===== src/rtl/multicycle_alu_exec_if.sv =====
// Handshake/operand bundle between the EX-stage operand muxes and the multicycle ALU.
// The master drives the request; the slave (the ALU) returns registered results.
interface multicycle_alu_exec_if #(
  parameter int WIDTH = 32
);
  logic             start;
  logic [3:0]       aluOp;
  logic [WIDTH-1:0] opA;
  logic [WIDTH-1:0] opB;
  logic [WIDTH-1:0] result;
  logic             zero;
  logic             divByZero;
  logic             busy;
  logic             done;

  modport master (
    output start, aluOp, opA, opB,
    input  result, zero, divByZero, busy, done
  );

  modport slave (
    input  start, aluOp, opA, opB,
    output result, zero, divByZero, busy, done
  );
endinterface


===== src/rtl/multicycle_alu_exec.sv =====
// EX-stage execution unit: single-cycle logic/add/sub ops plus iterative shift-add MUL
// and restoring DIV, with a registered result and a start/done/busy handshake.
module multicycle_alu_exec #(
  parameter int WIDTH = 32
) (
  input  logic                  clk,
  input  logic                  rst_n,
  multicycle_alu_exec_if.slave  aluIf
);

  localparam int CW = (WIDTH > 1) ? $clog2(WIDTH) : 1;

  localparam logic [3:0] OP_ADD = 4'b0001;
  localparam logic [3:0] OP_SUB = 4'b0010;
  localparam logic [3:0] OP_MUL = 4'b0011;
  localparam logic [3:0] OP_DIV = 4'b0100;
  localparam logic [3:0] OP_AND = 4'b0101;
  localparam logic [3:0] OP_OR  = 4'b0110;
  localparam logic [3:0] OP_NOR = 4'b0111;
  localparam logic [3:0] OP_SLT = 4'b1000;
  localparam logic [3:0] OP_XOR = 4'b1001;

  localparam logic [WIDTH-1:0] ALL_ZERO = {WIDTH{1'b0}};
  localparam logic [WIDTH-1:0] ALL_ONE  = {WIDTH{1'b1}};
  localparam logic [CW-1:0]    CNT_ZERO = {CW{1'b0}};
  localparam logic [CW-1:0]    CNT_ONE  = CW'(1);
  localparam logic [CW-1:0]    CNT_LAST = CW'(WIDTH - 1);

  typedef enum logic [1:0] {
    IDLE = 2'd0,
    MUL  = 2'd1,
    DIV  = 2'd2,
    FIN  = 2'd3
  } stateT;

  stateT            stateR, stateN;
  logic [CW-1:0]    cntR, cntN;
  // accR: product accumulator (MUL) or partial remainder (DIV)
  // aR:   multiplicand shifting left (MUL) or dividend/quotient shift register (DIV)
  // bR:   multiplier shifting right (MUL) or divisor (DIV)
  logic [WIDTH-1:0] accR, accN;
  logic [WIDTH-1:0] aR, aN;
  logic [WIDTH-1:0] bR, bN;
  logic [WIDTH-1:0] resultR, resultN;
  logic             zeroR, zeroN;
  logic             divByZeroR, divByZeroN;
  logic             busyR, busyN;
  logic             doneR, doneN;

  logic [WIDTH-1:0] aluResultS;
  logic [WIDTH-1:0] mulAccS;
  logic [WIDTH:0]   remShiftS;
  logic [WIDTH:0]   trialS;
  logic             quotBitS;
  logic [WIDTH-1:0] remNextS;
  logic [WIDTH-1:0] quotNextS;

  // One shift-add multiply step and one restoring-divide step, evaluated every cycle.
  assign mulAccS   = accR + (bR[0] ? aR : ALL_ZERO);
  assign remShiftS = {accR, aR[WIDTH-1]};
  assign trialS    = remShiftS - {1'b0, bR};
  assign quotBitS  = ~trialS[WIDTH];
  assign remNextS  = quotBitS ? trialS[WIDTH-1:0] : remShiftS[WIDTH-1:0];
  assign quotNextS = {aR[WIDTH-2:0], quotBitS};

  // Single-cycle operations straight from the request operands.
  always_comb begin
    aluResultS = ALL_ZERO;
    case (aluIf.aluOp)
      OP_ADD:  aluResultS = aluIf.opA + aluIf.opB;
      OP_SUB:  aluResultS = aluIf.opA - aluIf.opB;
      OP_AND:  aluResultS = aluIf.opA & aluIf.opB;
      OP_OR:   aluResultS = aluIf.opA | aluIf.opB;
      OP_NOR:  aluResultS = ~(aluIf.opA | aluIf.opB);
      OP_XOR:  aluResultS = aluIf.opA ^ aluIf.opB;
      OP_SLT:  aluResultS = {{(WIDTH-1){1'b0}}, ($signed(aluIf.opA) < $signed(aluIf.opB))};
      default: aluResultS = ALL_ZERO;
    endcase
  end

  // Next-state, datapath and output-register computation.
  always_comb begin
    stateN     = stateR;
    cntN       = cntR;
    accN       = accR;
    aN         = aR;
    bN         = bR;
    resultN    = resultR;
    zeroN      = zeroR;
    divByZeroN = divByZeroR;
    busyN      = busyR;
    doneN      = 1'b0;

    case (stateR)
      IDLE: begin
        if (aluIf.start) begin
          if (aluIf.aluOp == OP_MUL) begin
            stateN = MUL;
            cntN   = CNT_ZERO;
            busyN  = 1'b1;
            accN   = ALL_ZERO;
            aN     = aluIf.opA;
            bN     = aluIf.opB;
          end else if ((aluIf.aluOp == OP_DIV) && (aluIf.opB != ALL_ZERO)) begin
            stateN = DIV;
            cntN   = CNT_ZERO;
            busyN  = 1'b1;
            accN   = ALL_ZERO;
            aN     = aluIf.opA;
            bN     = aluIf.opB;
          end else if (aluIf.aluOp == OP_DIV) begin
            resultN    = ALL_ONE;
            zeroN      = 1'b0;
            divByZeroN = 1'b1;
            doneN      = 1'b1;
          end else begin
            resultN    = aluResultS;
            zeroN      = (aluResultS == ALL_ZERO);
            divByZeroN = 1'b0;
            doneN      = 1'b1;
          end
        end else begin
          stateN = IDLE;
        end
      end

      MUL: begin
        accN = mulAccS;
        aN   = {aR[WIDTH-2:0], 1'b0};
        bN   = {1'b0, bR[WIDTH-1:1]};
        // The final iteration publishes the product so FIN is the done cycle.
        if (cntR == CNT_LAST) begin
          stateN     = FIN;
          resultN    = mulAccS;
          zeroN      = (mulAccS == ALL_ZERO);
          divByZeroN = 1'b0;
          busyN      = 1'b0;
          doneN      = 1'b1;
        end else begin
          cntN = cntR + CNT_ONE;
        end
      end

      DIV: begin
        accN = remNextS;
        aN   = quotNextS;
        if (cntR == CNT_LAST) begin
          stateN     = FIN;
          resultN    = quotNextS;
          zeroN      = (quotNextS == ALL_ZERO);
          divByZeroN = 1'b0;
          busyN      = 1'b0;
          doneN      = 1'b1;
        end else begin
          cntN = cntR + CNT_ONE;
        end
      end

      FIN: begin
        stateN = IDLE;
      end

      default: begin
        stateN = IDLE;
        busyN  = 1'b0;
      end
    endcase
  end

  // State and output registers.
  always_ff @(posedge clk or negedge rst_n) begin
    if (!rst_n) begin
      stateR     <= IDLE;
      cntR       <= CNT_ZERO;
      accR       <= ALL_ZERO;
      aR         <= ALL_ZERO;
      bR         <= ALL_ZERO;
      resultR    <= ALL_ZERO;
      zeroR      <= 1'b0;
      divByZeroR <= 1'b0;
      busyR      <= 1'b0;
      doneR      <= 1'b0;
    end else begin
      stateR     <= stateN;
      cntR       <= cntN;
      accR       <= accN;
      aR         <= aN;
      bR         <= bN;
      resultR    <= resultN;
      zeroR      <= zeroN;
      divByZeroR <= divByZeroN;
      busyR      <= busyN;
      doneR      <= doneN;
    end
  end

  assign aluIf.result    = resultR;
  assign aluIf.zero      = zeroR;
  assign aluIf.divByZero = divByZeroR;
  assign aluIf.busy      = busyR;
  assign aluIf.done      = doneR;

endmodule


===== src/flat_wrapper.sv =====
// flat-port wrapper written by rule: the top's interface ports become plain ports
module multicycle_alu_exec_flat 
#(
  parameter int WIDTH = 32
)
  (clk, rst_n, aluIf_start, aluIf_aluOp, aluIf_opA, aluIf_opB, aluIf_result, aluIf_zero, aluIf_divByZero, aluIf_busy, aluIf_done);
  multicycle_alu_exec_if #(.WIDTH(WIDTH)) aluIf_i ();
  input  logic clk;
  input  logic rst_n;
  input wire logic [$bits(aluIf_i.start)-1:0] aluIf_start;
  input wire logic [$bits(aluIf_i.aluOp)-1:0] aluIf_aluOp;
  input wire logic [$bits(aluIf_i.opA)-1:0] aluIf_opA;
  input wire logic [$bits(aluIf_i.opB)-1:0] aluIf_opB;
  output wire logic [$bits(aluIf_i.result)-1:0] aluIf_result;
  output wire logic [$bits(aluIf_i.zero)-1:0] aluIf_zero;
  output wire logic [$bits(aluIf_i.divByZero)-1:0] aluIf_divByZero;
  output wire logic [$bits(aluIf_i.busy)-1:0] aluIf_busy;
  output wire logic [$bits(aluIf_i.done)-1:0] aluIf_done;
  assign aluIf_i.start = aluIf_start;
  assign aluIf_i.aluOp = aluIf_aluOp;
  assign aluIf_i.opA = aluIf_opA;
  assign aluIf_i.opB = aluIf_opB;
  assign aluIf_result = aluIf_i.result;
  assign aluIf_zero = aluIf_i.zero;
  assign aluIf_divByZero = aluIf_i.divByZero;
  assign aluIf_busy = aluIf_i.busy;
  assign aluIf_done = aluIf_i.done;
  multicycle_alu_exec #(.WIDTH(WIDTH)) u_core (.clk(clk), .rst_n(rst_n), .aluIf(aluIf_i));
endmodule

===== config.mk =====
export PLATFORM = sky130hd
export DESIGN_NAME = multicycle_alu_exec_flat
export DESIGN_NICKNAME = d
export VERILOG_FILES = /design/src/rtl/multicycle_alu_exec_if.sv /design/src/rtl/multicycle_alu_exec.sv /design/src/flat_wrapper.sv
export SDC_FILE = /design/constraint.sdc
export NUM_CORES = 1
export LEC_CHECK = 0
export CAP_MARGIN = 20
export CORE_AREA = 2 2 185 187
export DETAILED_ROUTE_END_ITERATION = 8
export DIE_AREA = 0 0 187 189
export GPL_ROUTABILITY_DRIVEN = 1
export HOLD_SLACK_MARGIN = 0.05
export PLACE_DENSITY = 0.65
export SLEW_MARGIN = 5
export SYNTH_ARGS = -nofsm -noshare
export SYNTH_HDL_FRONTEND = slang
export SYNTH_SLANG_ARGS = --single-unit
export TNS_END_PERCENT = 100

===== constraint.sdc =====
create_clock -name clk -period 5.2 [get_ports clk]
set_clock_uncertainty 0.1 [all_clocks]
set_input_delay 1.56 -clock clk [delete_from_list [all_inputs] [get_ports clk]]
set_output_delay 1.56 -clock clk [all_outputs]
set_load 0.005 [all_outputs]

# Word-level counts from Yosys, hierarchy flattened
# Cells that the tools add are included.
# totals
output_inout_bits,36
regBits,139
# op_classes
bitwise,5
addsub,5
magnitude_cmp,1
n_eq_ne,22
n_reduce_logical,17
muxes,54
# ops
operator,count
$mux W32,17
$pmux W32 S3,3
$pmux W32 S7,1
$logic_not A32 Y1,3
$add A32 B32 Y32,2
$pmux W32 S2,1
$sub A33 B32 Y33,1
$and A32 B32 Y32,1
$lt A32 B32 Y1,1
$not A32 Y32,1
$or A32 B32 Y32,1
$reduce_bool A32 Y1,1
$sub A32 B32 Y32,1
$xor A32 B32 Y32,1
$mux W5,4
$mux W1,18
$eq A4 B3 Y1 const B,4
$pmux W5 S2,1
$eq A4 B2 Y1 const B,2
$eq A4 B4 Y1 const B,2
$mux W2,4
$ne A2 B2 Y1 const B,4
$reduce_and A4 Y1,2
$ne A2 B1 Y1 const B,3
20 further kinds,25

# Longest topological paths before layout
# Gate-level depths: netlist of the first run.
# depth
depth_word,9
ltp_mapped,17

# Least setup slack after synthesis of the first run
# No wires, ideal clock.
# synth_timing
path_kind,input-to-reg
startpoint,input aluIf_opA[0]
endpoint,"register u_core.zeroR, in the netlist u_core.aluIf.zero"
required_ps,5020
arrival_ps,4531
stages,15
setup_time_ps,80
setup_slack_ps,488
cell_sequence,inv_1 -> ha_1 -> fa_1 -> o21ba_1 -> nor4_2 -> o31ai_1 -> a211oi_1 -> o21ai_0 -> a221oi_1 -> o221ai_1 -> nor4_1 -> nand4_1 -> nor4_2 -> nand4_1 -> o211ai_2
# synth_between
elab_chain_cells,9
word_cells_on_any_way,14
classes_between,add/sub: 2; order compare: 1; mux: 6; bitwise: 4; reduce/logical: 1
# synth_lines
element,line,rtl
"start, declared",flat_wrapper.sv:12,input wire logic [$bits(aluIf_i.opA)-1:0] aluIf_opA;
"parallel branches: the longest is 2 deep, another holds $sub A32 B32 Y32",n/a,
$pmux W32 S7 *,multicycle_alu_exec.sv:69,case (aluIf.aluOp)
$logic_not A32 Y1 *,multicycle_alu_exec.sv:118,zeroN = (aluResultS == ALL_ZERO);
$mux W1 *,multicycle_alu_exec.sv:111,end else if (aluIf.aluOp == OP_DIV) begin
$mux W1 *,multicycle_alu_exec.sv:104,end else if ((aluIf.aluOp == OP_DIV) && (aluIf.opB != ALL_ZERO)) begin
$mux W1 *,multicycle_alu_exec.sv:97,if (aluIf.aluOp == OP_MUL) begin
$mux W1 *,multicycle_alu_exec.sv:96,if (aluIf.start) begin
$pmux W1 S3 *,multicycle_alu_exec.sv:94,case (stateR)
"end signal, assigned",multicycle_alu_exec.sv:190,zeroR <= zeroN;
"end, declared",multicycle_alu_exec.sv:45,"logic zeroR, zeroN;"
# Every way passes the cells marked *. The select of a mux whose other input is x is not followed.
# A chain may end at the register's enable or synchronous reset.

# Worst setup path after layout of the first run
# layout_timing
startpoint,input aluIf_opB[15]
endpoint,"register u_core.zeroR, in the netlist u_core.aluIf.zero"
# layout_between
elab_chain_cells,9
word_cells_on_any_way,18
classes_between,add/sub: 2; order compare: 1; eq/ne: 1; mux: 6; bitwise: 4; reduce/logical: 4
# layout_lines
element,line,rtl
"start, declared",flat_wrapper.sv:13,input wire logic [$bits(aluIf_i.opB)-1:0] aluIf_opB;
"parallel branches: the longest is 9 deep, another holds $sub A32 B32 Y32",n/a,
# Parallel ways; which one is timed is not known. The select of a mux whose other input is x is not followed.

==> impl_metrics.tcl, run 1 <==
set metrics [dict create \
    cts_buffers 17 \
    final.fill_count 2954 \
    setup_violations 0 \
    ys_ff_latch 139 \
    cts.clk_slew.worst_paths_ns 0.06 \
    maxCapViolCount 0 \
    max_stage_delay_ns 0.59 \
    synth_largest_area_cell "dfrtp_1" \
    place_ws_ns -0.538 \
    final_common_cell "buf_4" \
    rr_worst_depth 16 \
    initial_core_util 0.495 \
    grt_pass1_vias 17632 \
    track_usage 0.367 \
    synth-edff-count 0 \
    cp-end-kind "register" \
    crit_chain "clkdlybuf4s50_1 -> inv_1 -> ha_1 -> or3_4 -> nor2_1 -> a21boi_1 -> o21ai_2 -> a31oi_1 -> buf_4 -> a211oi_1 -> a21bo_2 -> a2bb2oi_1 -> buf_4 -> nand4b_1 -> nor4_2 -> nand4_1 -> o211ai_2" \
    reg2reg_to "u_core.accR[18]" \
    placed_cells 2888 \
    synthArstFlopShare 1.00 \
    leakagePower_nw 9.54 \
    min_to "u_core.aluIf.busy" \
    die_area_um2 35300 \
    slew_headroom 0.244 \
    ios 107 \
    hold_depth 2 \
    rsz0062_at_grt "true" \
    regArea_um2 3480 \
    drt_wl_total_um 65400 \
    drive_gt1_frac 0.178 \
    die_w_um 187 \
    final_nets 2716 \
    io_buffers 106 \
    core_um2 33300 \
    period_needed_ns 5.10 \
    grt_overflow 0 \
    grt_start_max_net_pins 98 \
    cts_tree "built" \
    die_y_um 189 \
    crit_type "primary input to register" \
    fin_crit_sh 0.982 \
    via_per_inst 6.26 \
    clkSinkCount 139 \
    r2r_slack_ns 0.50 \
    p_per_area_nw_per_um2 553 \
    multiInputGateArea_um2 12200 \
    grt_pass1_wl_um 102000 \
    insertion_delay_ns 0.44 \
    final_cell_mix "313 x buf_4, 211 x nor2_1, 190 x nand2_1" \
    regToRegStartpoint "u_core.aR[31]" \
    yosys_warnings 0 \
    gp_congestion 0.984 \
    syn-num-nets 2382 \
    peakVddDrop_mv 0.649 \
    critPathBufInv 4 \
    yosysSeqAreaShare 0.211 \
    hold_buffers 0 \
    crit_family "compound AO/OA/AOI/OAI gates" \
    antenna_found_initial 2 \
    avgSynthCellArea_um2 7.75 \
    hold_viol_final 0 \
    area_growth_syn_to_layout_pct 27.8 \
    slew_violations 0 \
    drt_iter0_markers 1771 \
    synth_area_leaders "dfrtp_1 21%, ha_1 14%, nor2_1 4.9%" \
    fmax_mhz 196 \
    syn_inst 2126 \
    fin_cells 2922 \
    clock_path_buffers 2 \
    num_rows 67 \
    synthFlopType "dfrtp_1" \
    wire_per_inst_um 22.4 \
    place_area_um2 20200 \
    fin_area_um2 21100 \
    ys_types 100 \
    worstMarginPinSlew_ns 1.13 \
    cp.required_ns 5.46 \
    root_buffer "clkbuf_16" \
    drc 0 \
    place_hpwl_um 52400 \
    path_max_fanout 4 \
    drt_first_pass_iters 8 \
    hp-class "register to register" \
    h-tree-depth 4 \
    crit_slowest_cell "clkdlybuf4s50_1" \
    ant_nets 0 \
    setup_ws_ns 0.0958 \
    min-delay-start "u_core.aluIf.busy" \
    netlist_area_um2 16500 \
    worstPathArrival_ns 5.37 \
    synth_top_area_share 0.211 \
    worst_setup_path_start_kind "primary input" \
    crit_top_cell "buf_4" \
    outcome "finished clean" \
    vias 18287 \
]
through the flow:
step | total power [W] | hold WS (ns) | setup TNS [ns] | util
floorplan | 0.00735 | 0.359 | 0 | -
global placement | 0.00992 | 0.353 | -3.19 | 0.608
detailed placement | 0.0101 | 0.362 | -4.72 | 0.608
CTS | 0.0115 | 0.376 | 0 | 0.628
global route | 0.0125 | 0.410 | -0.149 | 0.633
finish | 0.0116 | 0.375 | 0 | 0.633
repair_timing:
action | CTS | global route
setup buffers | 0 | 1
pin swaps | 1 | 12
setup endpoints to repair | 1 | 9
endpoints found under the hold margin | 0 | 0
gates resized for setup | 6 | 33
cell usage after synthesis, types with 41 or more instances:
cell type  number
a22oi_1        48
clkbuf_1       97
dfrtp_1       139
nand2_1       190
nor2_1        213
ha_1          181
a221oi_1       58
xnor2_1        73
a21oi_1       154
o21ai_0       144
inv_1         135
mux2i_1        41
logic make-up after synthesis:
logic type | synth area share
buffers and inverters | 0.0602
muxes | 0.0427
DFF | 0.211
adders and majority gates | 0.142
AOI/OAI and AO/OA | 0.306
and+or+nand+nor | 0.188
xor gates and xnor gates | 0.0499
routing by layer:
| metal | up-vias | share of wire | track usage |
|---|---|---|---|
| met5 | - | 0.00020 | 0 |
| met4 | 2 | 0.035 | 0.131 |
| met3 | 134 | 0.084 | 0.0582 |
| met2 | 841 | 0.43 | 0.565 |
| met1 | 8837 | 0.45 | 0.521 |
| li1 | 8473 | - | - |
sequential cells by signal, summed over array words and instances, names as in the netlist:
name,cells
u_core.accR,32
u_core.aluIf.zero,1
u_core.aluIf.done,1
u_core.stateR,2
u_core.aluIf.busy,1
u_core.cntR,5
u_core.aluIf.divByZero,1
u_core.aluIf.result,32
u_core.bR,32
u_core.aR,32
worst max-delay path by stage:
stage	slack (ns)	start	cells after the start	endpoint
floorplan	0.49	aluIf_opA[0]	15	u_core.aluIf.zero
global placement	-0.45	aluIf_opA[0]	16	u_core.aluIf.zero
detailed placement	-0.54	aluIf_opB[1]	15	u_core.aluIf.zero
CTS	0.01	aluIf_opA[0]	17	u_core.aluIf.zero
global route	-0.09	aluIf_opA[0]	16	u_core.aluIf.zero
finish	0.1	aluIf_opB[15]	17	u_core.aluIf.zero
worst register-to-register path: cells and delay by family (launching register included):
kind,cells,cell delay [ns]
flops,1,0.38
mux,1,0.34
simple gates,2,0.33
fa+ha+maj,2,0.67
buf+inv,3,0.42
compound gates,7,2.01
xor+xnor,1,0.32
area by class of cell:
cell class,instances,share of cell area
flip-flops and latches,139,0.165
repair buffers,431,0.173
well taps,448,0.0266
clock inverters,11,0.00790
inverters,137,0.0244
clock buffers,21,0.0223
diodes,1,0.000119
multi-input cells,1734,0.580
power by group:
part | switching, W | internal, W | leakage (nW) | total (W)
combinational | 0.00469 | 0.00344 | 7.48 | 0.00812
clock | 0.000493 | 0.000838 | 0.305 | 0.00133
sequential | 0.000580 | 0.00161 | 1.75 | 0.00219
(Power assumes the default switching activity.)
==> inputs of run 2 (changes only) <==
--- a/config.mk
+++ b/config.mk
@@ -11,7 +11,9 @@
 export DIE_AREA = 0 0 187 189
 export GPL_ROUTABILITY_DRIVEN = 1
 export HOLD_SLACK_MARGIN = 0.05
+export MAX_ROUTING_LAYER = met4
 export PLACE_DENSITY = 0.65
+export SKIP_LAST_GASP = 1
 export SLEW_MARGIN = 5
 export SYNTH_ARGS = -nofsm -noshare
 export SYNTH_HDL_FRONTEND = slang
==> constraint.sdc (replaced) <==
create_clock -name clk -period 5.5 [get_ports clk]
set_clock_uncertainty 0.1 [all_clocks]
set_input_delay 1.65 -clock clk [delete_from_list [all_inputs] [get_ports clk]]
set_output_delay 1.65 -clock clk [all_outputs]
set_load 0.005 [all_outputs]
==> impl_metrics.tcl, run 2 (synthesized netlist as in run 1, its figures left out) <==
set metrics [dict create \
    clkSinkCount 139 \
    drt_first_pass_iters 6 \
    slew_violations 0 \
    via_per_inst 6.25 \
    min-delay-start "u_core.aluIf.busy" \
    grt_pass1_wl_um 99800 \
    multiInputGateArea_um2 12100 \
    fmax_mhz 189 \
    die_w_um 187 \
    hold_viol_final 0 \
    worst_setup_path_start_kind "primary input" \
    hold_buffers 0 \
    crit_chain "clkdlybuf4s50_1 -> buf_4 -> ha_1 -> fa_1 -> a211oi_4 -> or4_1 -> nand4b_1 -> a211oi_1 -> o2111ai_1 -> nor4_1 -> nand4_1 -> nor4_2 -> nand4_1 -> nor4_2 -> nand4_1 -> o211ai_2" \
    period_needed_ns 5.29 \
    clock_path_buffers 2 \
    initial_core_util 0.495 \
    ant_nets 0 \
    cts_tree "built" \
    insertion_delay_ns 0.44 \
    io_buffers 106 \
    leakagePower_nw 9.13 \
    outcome "finished clean" \
    worstMarginPinSlew_ns 0.981 \
    cts_buffers 17 \
    slew_headroom 0.344 \
    crit_top_cell "nand4_1" \
    gp_congestion 0.996 \
    rr_worst_depth 15 \
    num_rows 67 \
    setup_violations 0 \
    critPathBufInv 2 \
    vias 17817 \
    die_y_um 189 \
    max_stage_delay_ns 0.45 \
    wire_per_inst_um 22.6 \
    h-tree-depth 4 \
    path_max_fanout 5 \
    drc 0 \
    fin_crit_sh 0.962 \
    reg2reg_to "u_core.aluIf.zero" \
    cp.required_ns 5.77 \
    maxCapViolCount 0 \
    grt_overflow 0 \
    drive_gt1_frac 0.145 \
    p_per_area_nw_per_um2 531 \
    final_cell_mix "244 x buf_4, 212 x nor2_1, 190 x nand2_1" \
    antenna_found_initial 1 \
    crit_slowest_cell "clkdlybuf4s50_1" \
    r2r_slack_ns 0.76 \
    postCtsSetupRepairBufs 0 \
    cp-endpoint "u_core.aluIf.zero" \
    track_usage 0.374 \
    crit_family "simple AND/OR/NAND/NOR gates" \
    place_hpwl_um 51500 \
    cp-startpoint "aluIf_opB[0]" \
    drt_wl_total_um 64500 \
    cts.clk_slew.worst_paths_ns 0.06 \
    peakVddDrop_mv 0.875 \
    core_um2 33300 \
    regArea_um2 3480 \
    drt_iter0_markers 1709 \
    grt_pass1_vias 17191 \
    regToRegStartpoint "u_core.aR[0]" \
    cp.depth 16 \
    root_buffer "clkbuf_16" \
    final.fill_count 3102 \
    placed_cells 2816 \
    ios 107 \
    die_area_um2 35300 \
    final_common_cell "buf_4" \
    worstPathArrival_ns 5.55 \
    grt_start_max_net_pins 91 \
    crit_type "primary input to register" \
    final_nets 2644 \
    area_growth_syn_to_layout_pct 23.4 \
    rsz0062_at_grt "false" \
    finalSetupTns_ns 0 \
    hp-class "register to register" \
    fin_cells 2849 \
    cp-end-kind "register" \
]
## run 2: cell types whose count changed in the layout (fill, tap and decap cells not counted), moves of 3 or more
| cell | before | now |
|---|---|---|
| buf_12 | 12 | 9 |
| buf_4 | 313 | 244 |
| clkbuf_8 | 3 | 0 |
| o21ai_0 | 141 | 144 |
## run 2: how the worst min path moves through the flow
stage                        endpoint  cells after the start
floorplan           u_core.aluIf.busy                      2
global placement    u_core.aluIf.busy                      2
detailed placement  u_core.aluIf.busy                      2
finish              u_core.aluIf.busy                      2
CTS                 u_core.aluIf.busy                      2
global route        u_core.aluIf.busy                      2
## run 2: worst register-to-register path: stages, from the launching register on
cell and delay [ns]:
dfrtp_1 0.46, and2_1 0.19, ha_1 0.23, fa_1 0.47, a211oi_1 0.29, o21ai_0 0.26
a211oi_2 0.45, o31ai_1 0.18, xor2_1 0.23, nor2_1 0.15, and4b_1 0.23, nand4_1 0.19
nor4b_1 0.37, nand4_1 0.14, or4b_1 0.62, o211ai_2 0.10
## run 2: per-layer routing
layer | vias to the layer above | GRT usage | part of all wire
met5 | - | - | 0
met1 | 8592 | 0.511 | 0.46
li1 | 8326 | - | -
met3 | 115 | 0.0584 | 0.078
met4 | 0 | 0.121 | 0.029
met2 | 784 | 0.566 | 0.44
## run 2: cell type report
| cell class | instances | area share |
|---|---|---|
| Antenna cell | 1 | 0.000123 |
| Sequential cell | 139 | 0.171 |
| Clock inverter | 13 | 0.00868 |
| Inverter | 137 | 0.0253 |
| Timing Repair Buffer | 359 | 0.151 |
| Tap cell | 448 | 0.0276 |
| Clock buffer | 18 | 0.0211 |
| Multi-Input combinational cell | 1734 | 0.595 |
## run 2: through the flow
| stage | cell area (µm²) | setup slack (ns) | utilization | power, W | hold slack [ns] |
|---|---|---|---|---|---|
| floorplan | 16500 | 0.698 | - | 0.00694 | 0.359 |
| finish | 20300 | 0.211 | 0.611 | 0.0108 | 0.363 |
| CTS | 20300 | 0.145 | 0.609 | 0.0106 | 0.372 |
| global route | 20300 | 0.00479 | 0.611 | 0.0116 | 0.393 |
| global placement | 19700 | -0.256 | 0.591 | 0.00922 | 0.351 |
| detailed placement | 19700 | -0.307 | 0.591 | 0.00937 | 0.358 |
## run 2: repair_timing
action	in CTS	in global routing
endpoints found under the hold margin	0	0
endpoints found under the setup margin	0	3
resized for setup	0	10
## run 2: power by group
group / internal (W) / total (W) / switching, W
combinational: 0.00310 / 0.00749 / 0.00439
sequential: 0.00152 / 0.00207 / 0.000551
clock: 0.000751 / 0.00122 / 0.000467
